$ cat src/rtl/mem_req_scheduler.sv
// Arbitrates NUM_REQ packet requesters onto a single memory port and returns read responses as packets.
// Latency: grant pulse -> mem_valid 1 cycle; mem_rvalid -> out_valid 1 cycle; all outputs registered.
// Backpressure: mem_valid held until mem_ready, out_valid held until out_ready; no new grant while a transaction is open.
module mem_req_scheduler #(
  parameter int NUM_REQ          = 4,
  parameter int DATA_WIDTH       = 18,
  parameter int WIDTH            = 4,
  parameter int VALID_DATA_WIDTH = 8,
  parameter int MEM_INDEX        = 0,
  parameter int FILTER_NUM       = 5,
  parameter int IFMAP_NUM        = 7,
  parameter int DEPTH_R          = 3,
  parameter int WIDTH_R          = 3
) (
  input  logic                            clk,
  input  logic                            rst_n,
  input  logic [NUM_REQ-1:0]              req_valid,
  input  logic [NUM_REQ*DATA_WIDTH-1:0]   req_data,
  output logic [NUM_REQ-1:0]              req_ready,
  input  logic                            filt_loaded,
  input  logic                            ifmap_loaded,
  output logic                            mem_valid,
  output logic [1:0]                      mem_type,
  output logic [VALID_DATA_WIDTH-1:0]     mem_addr,
  output logic [VALID_DATA_WIDTH-1:0]     mem_wdata,
  input  logic                            mem_ready,
  input  logic                            mem_rvalid,
  input  logic [VALID_DATA_WIDTH-1:0]     mem_rdata,
  output logic                            out_valid,
  output logic [DATA_WIDTH-1:0]           out_data,
  input  logic                            out_ready,
  output logic                            done,
  output logic                            err,
  output logic [7:0]                      err_cnt
);

  localparam int VDW   = VALID_DATA_WIDTH;
  localparam int PTR_W = (NUM_REQ > 1) ? $clog2(NUM_REQ) : 1;

  localparam logic [1:0] T_WR  = 2'b00;
  localparam logic [1:0] T_IF  = 2'b01;
  localparam logic [1:0] T_FL  = 2'b10;
  localparam logic [1:0] T_BAD = 2'b11;

  localparam logic [VDW-1:0] IF_LIM    = VDW'(IFMAP_NUM * IFMAP_NUM);
  localparam logic [VDW-1:0] FL_LIM    = VDW'(FILTER_NUM * FILTER_NUM);
  localparam logic [7:0]     RES_TOTAL = 8'(DEPTH_R * WIDTH_R);

  localparam logic [2:0] S_IDLE  = 3'd0;
  localparam logic [2:0] S_ARB   = 3'd1;
  localparam logic [2:0] S_ISSUE = 3'd2;
  localparam logic [2:0] S_WAIT  = 3'd3;
  localparam logic [2:0] S_SEND  = 3'd4;
  localparam logic [2:0] S_DONE  = 3'd5;

  logic [2:0]            state_q, state_d;
  logic [PTR_W-1:0]      rr_ptr_q, rr_ptr_d;
  logic [NUM_REQ-1:0]    req_ready_q, req_ready_d;
  logic [DATA_WIDTH-1:0] pkt_q, pkt_d;
  logic [7:0]            result_cnt_q, result_cnt_d;
  logic                  err_q, err_d;
  logic [7:0]            err_cnt_q, err_cnt_d;
  logic                  done_q, done_d;
  logic                  mem_valid_q, mem_valid_d;
  logic [1:0]            mem_type_q, mem_type_d;
  logic [VDW-1:0]        mem_addr_q, mem_addr_d;
  logic [VDW-1:0]        mem_wdata_q, mem_wdata_d;
  logic                  out_valid_q, out_valid_d;
  logic [DATA_WIDTH-1:0] out_data_q, out_data_d;

  logic [DATA_WIDTH-1:0] req_pkt [NUM_REQ];
  logic [NUM_REQ-1:0]    elig;
  logic                  gnt_vld;
  logic [PTR_W-1:0]      gnt_idx;
  logic [PTR_W-1:0]      cand;

  // Fields of the captured packet; destination is carried but never acted on.
  logic [1:0]       pkt_type;
  logic [WIDTH-1:0] pkt_src;
  logic [VDW-1:0]   pkt_field;
  logic             pkt_drop;
  logic             unused_dest;

  assign pkt_type    = pkt_q[DATA_WIDTH-1 -: 2];
  assign pkt_src     = pkt_q[VDW+2*WIDTH-1 -: WIDTH];
  assign pkt_field   = pkt_q[VDW-1:0];
  assign unused_dest = ^pkt_q[VDW+WIDTH-1 -: WIDTH];
  assign pkt_drop    = (pkt_type == T_BAD) ||
                       ((pkt_type == T_IF) && (pkt_field >= IF_LIM)) ||
                       ((pkt_type == T_FL) && (pkt_field >= FL_LIM));

  // Split the flat request bus and mark requesters whose packet may be served now (reads wait for both stores).
  always_comb begin
    for (int i = 0; i < NUM_REQ; i++) begin
      req_pkt[i] = req_data[i*DATA_WIDTH +: DATA_WIDTH];
      elig[i]    = req_valid[i] &&
                   ((req_pkt[i][DATA_WIDTH-1 -: 2] == T_WR) ||
                    (req_pkt[i][DATA_WIDTH-1 -: 2] == T_BAD) ||
                    (filt_loaded && ifmap_loaded));
    end
  end

  // Round-robin pick: first eligible requester at or after rr_ptr.
  always_comb begin
    gnt_vld = 1'b0;
    gnt_idx = '0;
    cand    = '0;
    for (int k = 0; k < NUM_REQ; k++) begin
      cand = PTR_W'((int'(rr_ptr_q) + k) % NUM_REQ);
      if (!gnt_vld && elig[cand]) begin
        gnt_vld = 1'b1;
        gnt_idx = cand;
      end
    end
  end

  // Next-state logic. ARB spends one cycle deciding and one cycle presenting the grant pulse,
  // so the command reaches the memory port exactly one cycle after the pulse.
  always_comb begin
    state_d      = state_q;
    rr_ptr_d     = rr_ptr_q;
    req_ready_d  = '0;
    pkt_d        = pkt_q;
    result_cnt_d = result_cnt_q;
    err_d        = err_q;
    err_cnt_d    = err_cnt_q;
    done_d       = done_q;
    mem_valid_d  = mem_valid_q;
    mem_type_d   = mem_type_q;
    mem_addr_d   = mem_addr_q;
    mem_wdata_d  = mem_wdata_q;
    out_valid_d  = out_valid_q;
    out_data_d   = out_data_q;
    case (state_q)
      S_IDLE: state_d = S_ARB;
      S_ARB: begin
        if (req_ready_q == '0) begin
          if (gnt_vld) begin
            req_ready_d = NUM_REQ'(1) << gnt_idx;
            pkt_d       = req_pkt[gnt_idx];
            rr_ptr_d    = (gnt_idx == PTR_W'(NUM_REQ - 1)) ? '0 : gnt_idx + PTR_W'(1);
          end
        end else if (pkt_drop) begin
          err_d = 1'b1;
          if (err_cnt_q != 8'hFF) err_cnt_d = err_cnt_q + 8'd1;
        end else begin
          // Results land at consecutive addresses indexed by the result counter.
          mem_valid_d = 1'b1;
          mem_type_d  = pkt_type;
          mem_addr_d  = (pkt_type == T_WR) ? VDW'(result_cnt_q) : pkt_field;
          mem_wdata_d = (pkt_type == T_WR) ? pkt_field : '0;
          state_d     = S_ISSUE;
        end
      end
      S_ISSUE: begin
        if (mem_ready) begin
          mem_valid_d = 1'b0;
          if (mem_type_q == T_WR) begin
            result_cnt_d = result_cnt_q + 8'd1;
            if (result_cnt_d == RES_TOTAL) begin
              done_d  = 1'b1;
              state_d = S_DONE;
            end else begin
              state_d = S_ARB;
            end
          end else begin
            state_d = S_WAIT;
          end
        end
      end
      S_WAIT: begin
        if (mem_rvalid) begin
          out_valid_d = 1'b1;
          out_data_d  = {pkt_type, WIDTH'(MEM_INDEX), pkt_src, mem_rdata};
          state_d     = S_SEND;
        end
      end
      S_SEND: begin
        if (out_ready) begin
          out_valid_d = 1'b0;
          state_d     = S_ARB;
        end
      end
      S_DONE:  state_d = S_DONE;
      default: state_d = S_IDLE;
    endcase
  end

  // State registers; synchronous reset abandons any open transaction.
  always_ff @(posedge clk) begin
    if (!rst_n) begin
      state_q      <= S_IDLE;
      rr_ptr_q     <= '0;
      req_ready_q  <= '0;
      pkt_q        <= '0;
      result_cnt_q <= '0;
      err_q        <= 1'b0;
      err_cnt_q    <= '0;
      done_q       <= 1'b0;
      mem_valid_q  <= 1'b0;
      mem_type_q   <= '0;
      mem_addr_q   <= '0;
      mem_wdata_q  <= '0;
      out_valid_q  <= 1'b0;
      out_data_q   <= '0;
    end else begin
      state_q      <= state_d;
      rr_ptr_q     <= rr_ptr_d;
      req_ready_q  <= req_ready_d;
      pkt_q        <= pkt_d;
      result_cnt_q <= result_cnt_d;
      err_q        <= err_d;
      err_cnt_q    <= err_cnt_d;
      done_q       <= done_d;
      mem_valid_q  <= mem_valid_d;
      mem_type_q   <= mem_type_d;
      mem_addr_q   <= mem_addr_d;
      mem_wdata_q  <= mem_wdata_d;
      out_valid_q  <= out_valid_d;
      out_data_q   <= out_data_d;
    end
  end

  assign req_ready = req_ready_q;
  assign mem_valid = mem_valid_q;
  assign mem_type  = mem_type_q;
  assign mem_addr  = mem_addr_q;
  assign mem_wdata = mem_wdata_q;
  assign out_valid = out_valid_q;
  assign out_data  = out_data_q;
  assign done      = done_q;
  assign err       = err_q;
  assign err_cnt   = err_cnt_q;

endmodule

$ cat config.mk
export PLATFORM = sky130hd
export DESIGN_NAME = mem_req_scheduler
export DESIGN_NICKNAME = d
export VERILOG_FILES = /design/src/rtl/mem_req_scheduler.sv
export SDC_FILE = /design/constraint.sdc
export NUM_CORES = 1
export LEC_CHECK = 0
export ABC_AREA = 1
export ABC_CLOCK_PERIOD_IN_PS = 5250
export BUFFER_PORTS_ARGS = -buffer_cell sky130_fd_sc_hd__buf_2
export CAP_MARGIN = 25
export CORE_MARGIN = 3
export CORE_UTILIZATION = 54
export CTS_BUF_LIST = sky130_fd_sc_hd__clkbuf_4 sky130_fd_sc_hd__clkbuf_8 sky130_fd_sc_hd__clkbuf_16
export CTS_CLUSTER_DIAMETER = 100
export DETAILED_ROUTE_END_ITERATION = 8
export GPL_ROUTABILITY_DRIVEN = 1
export PLACE_DENSITY = 0.92
export SYNTH_ARGS = -nofsm -noshare
export SYNTH_HDL_FRONTEND = slang
export SYNTH_SLANG_ARGS = --single-unit
$ cat constraint.sdc
create_clock -name clk -period 5.25 [get_ports clk]
set_clock_uncertainty 0.2 [all_clocks]
set_input_delay 0.525 -clock clk [delete_from_list [all_inputs] [get_ports clk]]
set_output_delay 0.525 -clock clk [all_outputs]
set_load 0.1 [all_outputs]
# Word level (Yosys, flattened, before mapping)
# Index checks and enable logic that the tools add are counted.
# word_totals
output_inout_bits	52
word_cells	132
regBits	79
in_bits	91
# classes
n_reduce_logical	44
n_eq_ne	20
magnitude_cmp	7
bitwise_logic	3
mux	37
n_addsub	6
shift	1
# ops
cell	n
$bmux 18 s2	1
$mux 18	2
$mux 3	7
$pmux 3 s6	1
$add 8x1->8 const B	2
$mux 8	2
$reduce_and 4->1	4
$reduce_and 3->1	5
$eq 2x2->1 const B	7
$mux 1	13
$logic_not 2->1	6
$lt 2x3->1 const B	4
$logic_and 1x1->1	10
$logic_or 1x1->1	10
$mux 2	5
$ne 2x2->1 const B	5
$bmux 1 s2	4
$eq 8x4->1 const B	1
$ge 8x5->1 const B	1
$ge 8x6->1 const B	1
$ne 8x8->1 const B	1
$eq 3x2->1 const B	2
$eq 3x3->1 const B	2
$reduce_and 5->1	1
14 further kinds	21

# Longest topological paths before layout
# Gate-level depths: netlist of run 1.
# logic_depth
word_depth	20
mapped_depth	16
depth_no_buf	15

# Least setup slack after synthesis of run 1
# Ideal clock, no wire load.
# synth_timing
path_type	register -> register
start	register err_cnt_q[0] (netlist: err_cnt[0])
end	register err_cnt_q[0] (netlist: err_cnt[0])
arrival_ns	2.253
slack_ns	2.631
stages_incl_launch_ff	8
path_buffers	1
required_ns	4.884
setup_time_ns	0.166
period_less_slack_ns	2.619
cell_sequence	dfxtp_1 > ha_1 > inv_1 > nor4_1 > a31oi_1 > buf_4 > o21ai_0 > a21oi_1
# synth_between
elab_chain_len	2
elab_cells_between_ends	3
cone_classes	1 x add/sub; 1 x eq/ne; 1 x reduce/logical
# synth_lines
item	line_no	source
from (decl)	62	logic [7:0] err_cnt_q, err_cnt_d;
from (signal assigned)	213	err_cnt_q <= err_cnt_d;
branches (longest 2 deep; another with $add 8x1->8)	--	
# Several ways; the timed one is not identified.
# A chain may end at the register's enable or synchronous reset.

# Final worst setup path of run 1
# layout_timing
start	register pkt_q[16]
end	register mem_wdata_q[4] (netlist: mem_wdata[4])
# layout_between
elab_chain_len	6
elab_cells_between_ends	11
cone_classes	3 x eq/ne; 1 x mux; 1 x bitwise; 6 x reduce/logical
# layout_lines
item	line_no	source
from (decl)	59	logic [DATA_WIDTH-1:0] pkt_q, pkt_d;
from (signal assigned)	210	pkt_q <= pkt_d;
$eq 2x1->1	89	((pkt_type == T_IF) && (pkt_field >= IF_LIM)) ||
$logic_and 1x1->1	89	
$logic_or 1x1->1	88	assign pkt_drop = (pkt_type == T_BAD) ||
$logic_or 1x1->1	89	
$not 1->1 (no source line)	--	
$reduce_and 3->1 (no source line)	--	
to (signal assigned)	218	mem_wdata_q <= mem_wdata_d;
to (decl)	67	logic [VDW-1:0] mem_wdata_q, mem_wdata_d;
# Several ways; a longest one is shown, not always the timed one.

==> reports/metrics.yaml, run 1 <==
clocking:
  clockBufferDepth: 2
  clk-insertion-delay-late_ns: 0.34
  cts_tree: "yes"
  ctsResizeCount: 0
  postCtsSetupBuffers: 0
  h-tree-depth: 3
  clk_pin_slew_ns: 0.08
  cts-root-buf: "clkbuf_8"
  cts.sinks: 75
  cts_inserted_buffers: 9
  ctsHoldBuffers: 0
die:
  die_h_um: 92.8
  core_area_um2: 7290
  die_width_um: 92.8
  io_pins: 143
  start_util: 0.558
  die_area_um2: 8610
  fp-row-count: 31
power:
  intPower_mw: 1.19
  combPwrFrac: 0.551
  power_switching_mw: 1.29
  p_sw_frac: 0.520
  power_frac_seq: 0.290
  powerDensity_nw_per_um2: 520
  p_leak_nw: 2.25
  clockPowerShare: 0.159
  peakVddDrop_mv: 0.255
sta:
  slew_headroom: 0.365
  grt_setup_unrepaired: "false"
  postLayoutSetupSlackWorst_ns: 2.13
  setup_viol: 0
  slew_violations: 0
  tightestPinTransition_ns: 0.951
  fin_crit_sh: 0.594
  tns_ns: 0
  fin_crit_ns: 3.12
  fmax_ghz: 0.321
  hold_viol: 0
finish:
  layout_common_cells: "nand2_1, buf_2, nand3_1"
  final_common_cell: "nand2_1"
  num_antenna_cells: 0
  syn_to_final_growth_pct: 17.3
  final_util: 0.654
  drive_gt1_frac: 0.236
  n_fill_cell: 649
  nNetsFinal: 783
synthesis:
  syn_area_per_cell_um2: 6.93
  ys_ff_latch: 75
  synth.yosys.warnings: 0
  yosysTopAreaCell: "dfxtp_1"
  yosys.area.top_type_share: 0.369
  synth_flop_cell: "dfxtp_1"
  synthArstFlopShare: 0
  yosys-top-cells-area: "dfxtp_1, nand3_1, nand2_1"
  synth_edf_count: 0
  yosys.cell_types.count: 43
  synthesis.area_um2: 4070
  ys_seq_area_frac: 0.369
  syn_inst: 587
routing:
  drc: 0
  first_pass_iters: 5
  routedWlPerCell_um: 13.3
  initialDrtViolationCount: 216
  ant_nets: 0
  routed_wl_mm: 10.6
  via_count: 4312
  viasPerCell: 5.44
place:
  place_congestion: 0.839
  portBuffers: 122
  pre_cts_ws_ns: 2.17
  hpwl_mm: 7.98
critical_path:
  cp-end-kind: "flop"
  arrival_ns: 3.10
  cp_max_fo: 28
  crit_type: "reg -> reg"
  critPathRequiredTime_ns: 5.23
  start_kind: "flop"
global_route:
  grt_pass1_vias: 3916
  grt_max_degree: 32
  antenna_found_initial: 0
  grt_overflow: 0
  grt_pass1_wl_mm: 17.2
  grtUsageTotal: 0.245
hold_path:
  hold_path_class: "in -> reg"
run:
  drv_cap: 0
outcome:
  status: "finished, final reports clean"
==> final cells by class <==
| class | instances | area, um2 | share of cell area |
|---|---|---|---|
| multi-input combinational | 425 | 2150 | 0.450 |
| sequential | 75 | 1500 | 0.315 |
| timing repair buffer | 122 | 611 | 0.128 |
| inverter | 56 | 210 | 0.0441 |
| clock buffer | 10 | 138 | 0.0288 |
| tap | 99 | 124 | 0.0260 |
| clock inverter | 6 | 41.3 | 0.00865 |
==> metrics by stage <==
| step | instances | total power, mW | hold slack (ns) | instance area, um2 |
|---|---|---|---|---|
| after floorplan | 590 | 1.96 | 0.227 | 4080 |
| after global placement | 777 | 2.03 | 0.243 | 4590 |
| after detailed placement | 777 | 2.09 | 0.246 | 4590 |
| after CTS | 793 | 2.48 | 0.246 | 4770 |
| after global routing | 793 | 2.67 | 0.256 | 4770 |
| final | 793 | 2.48 | 0.253 | 4770 |
==> routing by layer <==
| metal | share of wire | vias up | track usage |
|---|---|---|---|
| met4 | 0.023 | 0 | 0.101 |
| met5 | 0 | - | 0 |
| met1 | 0.41 | 1952 | 0.295 |
| li1 | - | 2154 | - |
| met3 | 0.066 | 22 | 0.0455 |
| met2 | 0.50 | 184 | 0.425 |
==> worst paths after layout <==
path,startpoint,endpoint,slack (ns),cells past startpoint
worst max-delay path,pkt_q[16],mem_wdata[4],2.13,9
worst min-delay path,mem_rdata[5],out_data[5],0.25,3
worst max register to register,pkt_q[16],mem_wdata[4],2.13,9
worst min register to register,out_valid,out_valid,0.26,2
==> synth_stat cells (2+ instances only) <==
| cell type | n |
|---|---|
| a21oi_1 | 52 |
| a31oi_1 | 5 |
| buf_2 | 4 |
| buf_4 | 10 |
| buf_6 | 7 |
| clkbuf_1 | 13 |
| dfxtp_1 | 75 |
| ha_1 | 3 |
| inv_1 | 51 |
| inv_2 | 5 |
| nand2_1 | 133 |
| nand2_2 | 4 |
| nand3_1 | 117 |
| nand3_2 | 6 |
| nand4_1 | 3 |
| nor2_1 | 36 |
| nor3_1 | 3 |
| o21ai_0 | 28 |
| o21bai_1 | 2 |
| o31ai_1 | 2 |
| xor2_1 | 6 |
==> kinds of logic (layout without fill, tap and decap cells) <==
group / count (synthesis) / after routing / share of synthesized area
adder cells (fa/ha/maj): 3 / 3 / 0.00923
AO/OA/AOI/OAI: 97 / 97 / 0.132
AND/OR/NAND/NOR: 313 / 313 / 0.360
buffers and inverters: 90 / 194 / 0.106
other: 1 / 4 / 0.000922
XOR/XNOR: 8 / 8 / 0.0218
flip-flops: 75 / 75 / 0.369
==> worst max-delay path: stages (launching register included) <==
cell and delay (ns):
dfxtp_1 0.41, nor2_2 0.66, inv_2 0.12, nand2_1 0.15
and3_1 0.18, nand2_2 0.08, nor3_4 0.70, inv_2 0.26
nand2_1 0.13, a21oi_1 0.07
==> flip-flops by register name (all words and copies together), names as in the netlist, 3 cells and up <==
name,count
out_data,14
pkt_q,14
err_cnt,8
mem_addr,8
mem_wdata,8
result_cnt_q,8
req_ready,4
state_q,3
==> power by group through the flow <==
| stage | sequential, mW | combinational, mW | clock [mW] |
|---|---|---|---|
| floorplan | 0.937 | 1.02 | 0 |
| global placement | 0.728 | 1.30 | 0 |
| detailed placement | 0.731 | 1.36 | 0 |
| CTS | 0.719 | 1.36 | 0.400 |
| global route | 0.730 | 1.51 | 0.426 |
| finish | 0.720 | 1.37 | 0.394 |
(Power assumes the default switching activity.)
==> inputs of run 2 (changes only) <==
Settings changed: ABC_AREA 1 to 0, ABC_CLOCK_PERIOD_IN_PS 5250 to 2500, CORE_UTILIZATION 54 to 45, PLACE_DENSITY 0.92 to 0.83.
Clock period 5.25 ns to 2.5 ns, I/O delays scaled along.
==> run 2 against run 1 <==
Compared with the run above:
- sequential share of layout area is 1.4 points lower
- critical path depth is 2 lower
- synthesized cell count shrank 21%
- global-route usage down 3.0 points
- via count shrank 11%
- area after synthesis down 4.5%
- register-to-register slack worse by 2.0 ns
- final area increased by 5.2%
==> reports/metrics.yaml, run 2 <==
power:
  peakVddDrop_mv: 0.381  # was 0.255 mV
  p_leak_nw: 2.10  # was 2.25 nW
  powerDensity_nw_per_um2: 742  # was 520 nW/um2
routing:
  via_count: 3856  # was 4312
  first_pass_iters: 4  # was 5
  drc: 0  # unchanged
  routedWlPerCell_um: 14.7  # was 13.3 um
  initialDrtViolationCount: 242  # was 216
  routed_wl_mm: 10.4  # was 10.6 mm
  viasPerCell: 5.49  # was 5.44
  ant_nets: 0  # unchanged
critical_path:
  rrSetupSlack_ns: 0.14  # was 2.13 ns
  critical_path_depth: 7  # was 9
  cp_max_fo: 12  # was 28
  critical_path_buf_inv_count: 2  # unchanged
  critPathRequiredTime_ns: 2.58  # was 5.23 ns
  endpoint: "err_cnt[3]"  # was mem_wdata[4]
  crit_type: "reg -> reg"  # unchanged
  critical-path-top-delay-family: "compound AO/OA/AOI/OAI gates"  # was simple AND/OR/NAND/NOR gates
  r2r-start: "pkt_q[16]"  # unchanged
  cp-startpoint: "pkt_q[16]"  # unchanged
  cpMaxStageDelayCell: "dfxtp_1"  # was nor3_4
  r2r_cells: 7  # was 9
  critical-path-max-stage-delay_ns: 0.49  # was 0.70 ns
  r2r_end: "err_cnt[3]"  # was mem_wdata[4]
  cp_cell_sequence: "buf_4 > o21ai_0 > a21oi_1 > o211ai_1 > buf_4 > or3_1 > a21oi_1"  # was nor2_2 > inv_2 > nand2_1 > and3_1 > nand2_2 > nor3_4 > inv_2 > nand2_1 > a21oi_1
  cp-end-kind: "flop"  # unchanged
  start_kind: "flop"  # unchanged
  arrival_ns: 2.43  # was 3.10 ns
sta:
  fin_crit_sh: 0.943  # was 0.594
  grt_setup_unrepaired: "false"  # unchanged
  fmax_ghz: 0.424  # was 0.321 GHz
  slew_headroom: 0.430  # was 0.365
  tightestPinTransition_ns: 0.852  # was 0.951 ns
  holdWs_ns: 0.0321  # was 0.253 ns
  setup_viol: 0  # unchanged
  fin_crit_ns: 2.36  # was 3.12 ns
  slew_violations: 0  # unchanged
  tns_ns: 0  # unchanged
  hold_viol: 0  # unchanged
synthesis:
  synth_most_common_cell: "dfxtp_1"  # was nand2_1
  syn_inst: 462  # was 587
  yosysTopAreaCell: "dfxtp_1"  # unchanged
  synthArstFlopShare: 0  # unchanged
  yosys.area.top_type_share: 0.386  # was 0.369
  yosys-top-cells-area: "dfxtp_1, nand2_1, nor2_1"  # was dfxtp_1, nand3_1, nand2_1
  yosys.cell_types.count: 56  # was 43
  ys_ff_latch: 75  # unchanged
  synth.yosys.warnings: 0  # unchanged
  synth_edf_count: 0  # unchanged
  synth_flop_cell: "dfxtp_1"  # unchanged
  ys_seq_area_frac: 0.386  # was 0.369
  synthesis.area_um2: 3890  # was 4070 um2
  syn_area_per_cell_um2: 8.41  # was 6.93 um2
  ys_top_cells_by_count: "dfxtp_1, nand2_1, nor2_1"  # was nand2_1, nand3_1, dfxtp_1
die:
  die_width_um: 98.9  # was 92.8 um
  fp-row-count: 33  # was 31
  io_pins: 143  # unchanged
  die_area_um2: 9790  # was 8610 um2
  core_area_um2: 8300  # was 7290 um2
  die_h_um: 98.9  # was 92.8 um
  start_util: 0.468  # was 0.558
global_route:
  grt_pass1_vias: 3800  # was 3916
  grtUsageMet2: 0.352  # was 0.425
  grt_max_degree: 53  # was 32
  top_usage_layer: "met2"  # unchanged
  use_met3: 0.0439  # was 0.0455
  use_met1: 0.272  # was 0.295
  grtUsageTotal: 0.214  # was 0.245
  grt_pass1_wl_mm: 17.3  # was 17.2 mm
  grt_overflow: 0  # unchanged
  antenna_found_initial: 0  # unchanged
finish:
  drive_gt1_frac: 0.324  # was 0.236
  instances_no_fill: 703  # was 793
  n_fill_cell: 720  # was 649
  final_common_cell: "buf_2"  # was nand2_1
  syn_to_final_growth_pct: 29.1  # was 17.3%
  num_antenna_cells: 0  # unchanged
  final_util: 0.605  # was 0.654
  nNetsFinal: 687  # was 783
  stdcell_area_um2: 5020  # was 4770 um2
  layout_common_cells: "buf_2, dfxtp_1, nand2_1"  # was nand2_1, buf_2, nand3_1
clocking:
  h-tree-depth: 3  # unchanged
  cts-root-buf: "clkbuf_8"  # unchanged
  clk_pin_slew_ns: 0.08  # about the same
  clockBufferDepth: 2  # unchanged
  cts_inserted_buffers: 9  # unchanged
  clk-insertion-delay-late_ns: 0.35  # was 0.34 ns
  cts_tree: "yes"  # unchanged
  cts.sinks: 75  # unchanged
place:
  place_congestion: 0.875  # was 0.839
  portBuffers: 122  # unchanged
  placed_area_um2: 4660  # was 4590 um2
  dp.cells: 677  # was 777
  hpwl_mm: 7.82  # was 7.98 mm
outcome:
  status: "finished, final reports clean"  # unchanged
run:
  drv_cap: 0  # unchanged
hold_path:
  hold_path_class: "in -> reg"  # unchanged
==> run 2: area by class of cell <==
type	count	area, um2	area share
timing repair buffer	151	876	0.174
clock inverter	6	95.1	0.0189
sequential	75	1510	0.301
clock buffer	10	138	0.0274
multi-input combinational	348	2240	0.446
tap	105	131	0.0262
inverter	8	30.0	0.00598
==> run 2: worst min-delay path by stage <==
stage | slack, ns | endpoint | cells past startpoint | start
final | 0.03 | state_q[2] | 2 | rst_n
after global placement | 0.24 | out_data[0] | 2 | out_data[0]
after detailed placement | 0.24 | out_data[10] | 2 | out_data[10]
after floorplan | 0.17 | out_valid | 1 | out_ready
after CTS | 0.009 | state_q[2] | 2 | rst_n
after global routing | 0.007 | mem_valid | 2 | rst_n
==> run 2: report_power, final <==
part           total (mW)  internal [mW]  switching (mW)
clock network        1.07          0.601           0.465
registers            1.42           1.30           0.112
logic                1.24          0.431           0.810
total                3.72           2.34            1.39
==> run 2: routing by layer <==
metal / up-vias / share of wire
met5: - / 0
li1: 1918 / -
met3: 24 / 0.063
met1: 1769 / 0.44
met4: 0 / 0.024
met2: 145 / 0.47
==> run 2: cell families (layout without fill, tap and decap cells) <==
family                   after synthesis  count (layout)  share of synthesized area
multiplexers                          18              18                     0.0605
adder cells (fa/ha/maj)                3               3                    0.00966
buffers and inverters                 42             175                     0.0470
flip-flops                            75              75                      0.386
XOR/XNOR                              17              17                     0.0402
AND/OR/NAND/NOR                      168             168                      0.203
other                                  1               4                   0.000965
AO/OA/AOI/OAI                        138             138                      0.253
==> run 2: repair_timing <==
action                                  in CTS  in global routing
hold buffers                                 9                  0
buffers inserted                             0                  1
resized for setup                            0                  2
endpoints found under the setup margin       0                 19
endpoints found under the hold margin        9                  0
==> run 2: stage by stage <==
stage	setup slack, ns	total power, mW
after floorplan	0.0000853	2.33
after detailed placement	-0.00231	2.64
final	0.142	3.72
after global routing	0.00338	3.91
after global placement	0.0388	2.62
after CTS	0.0809	3.72
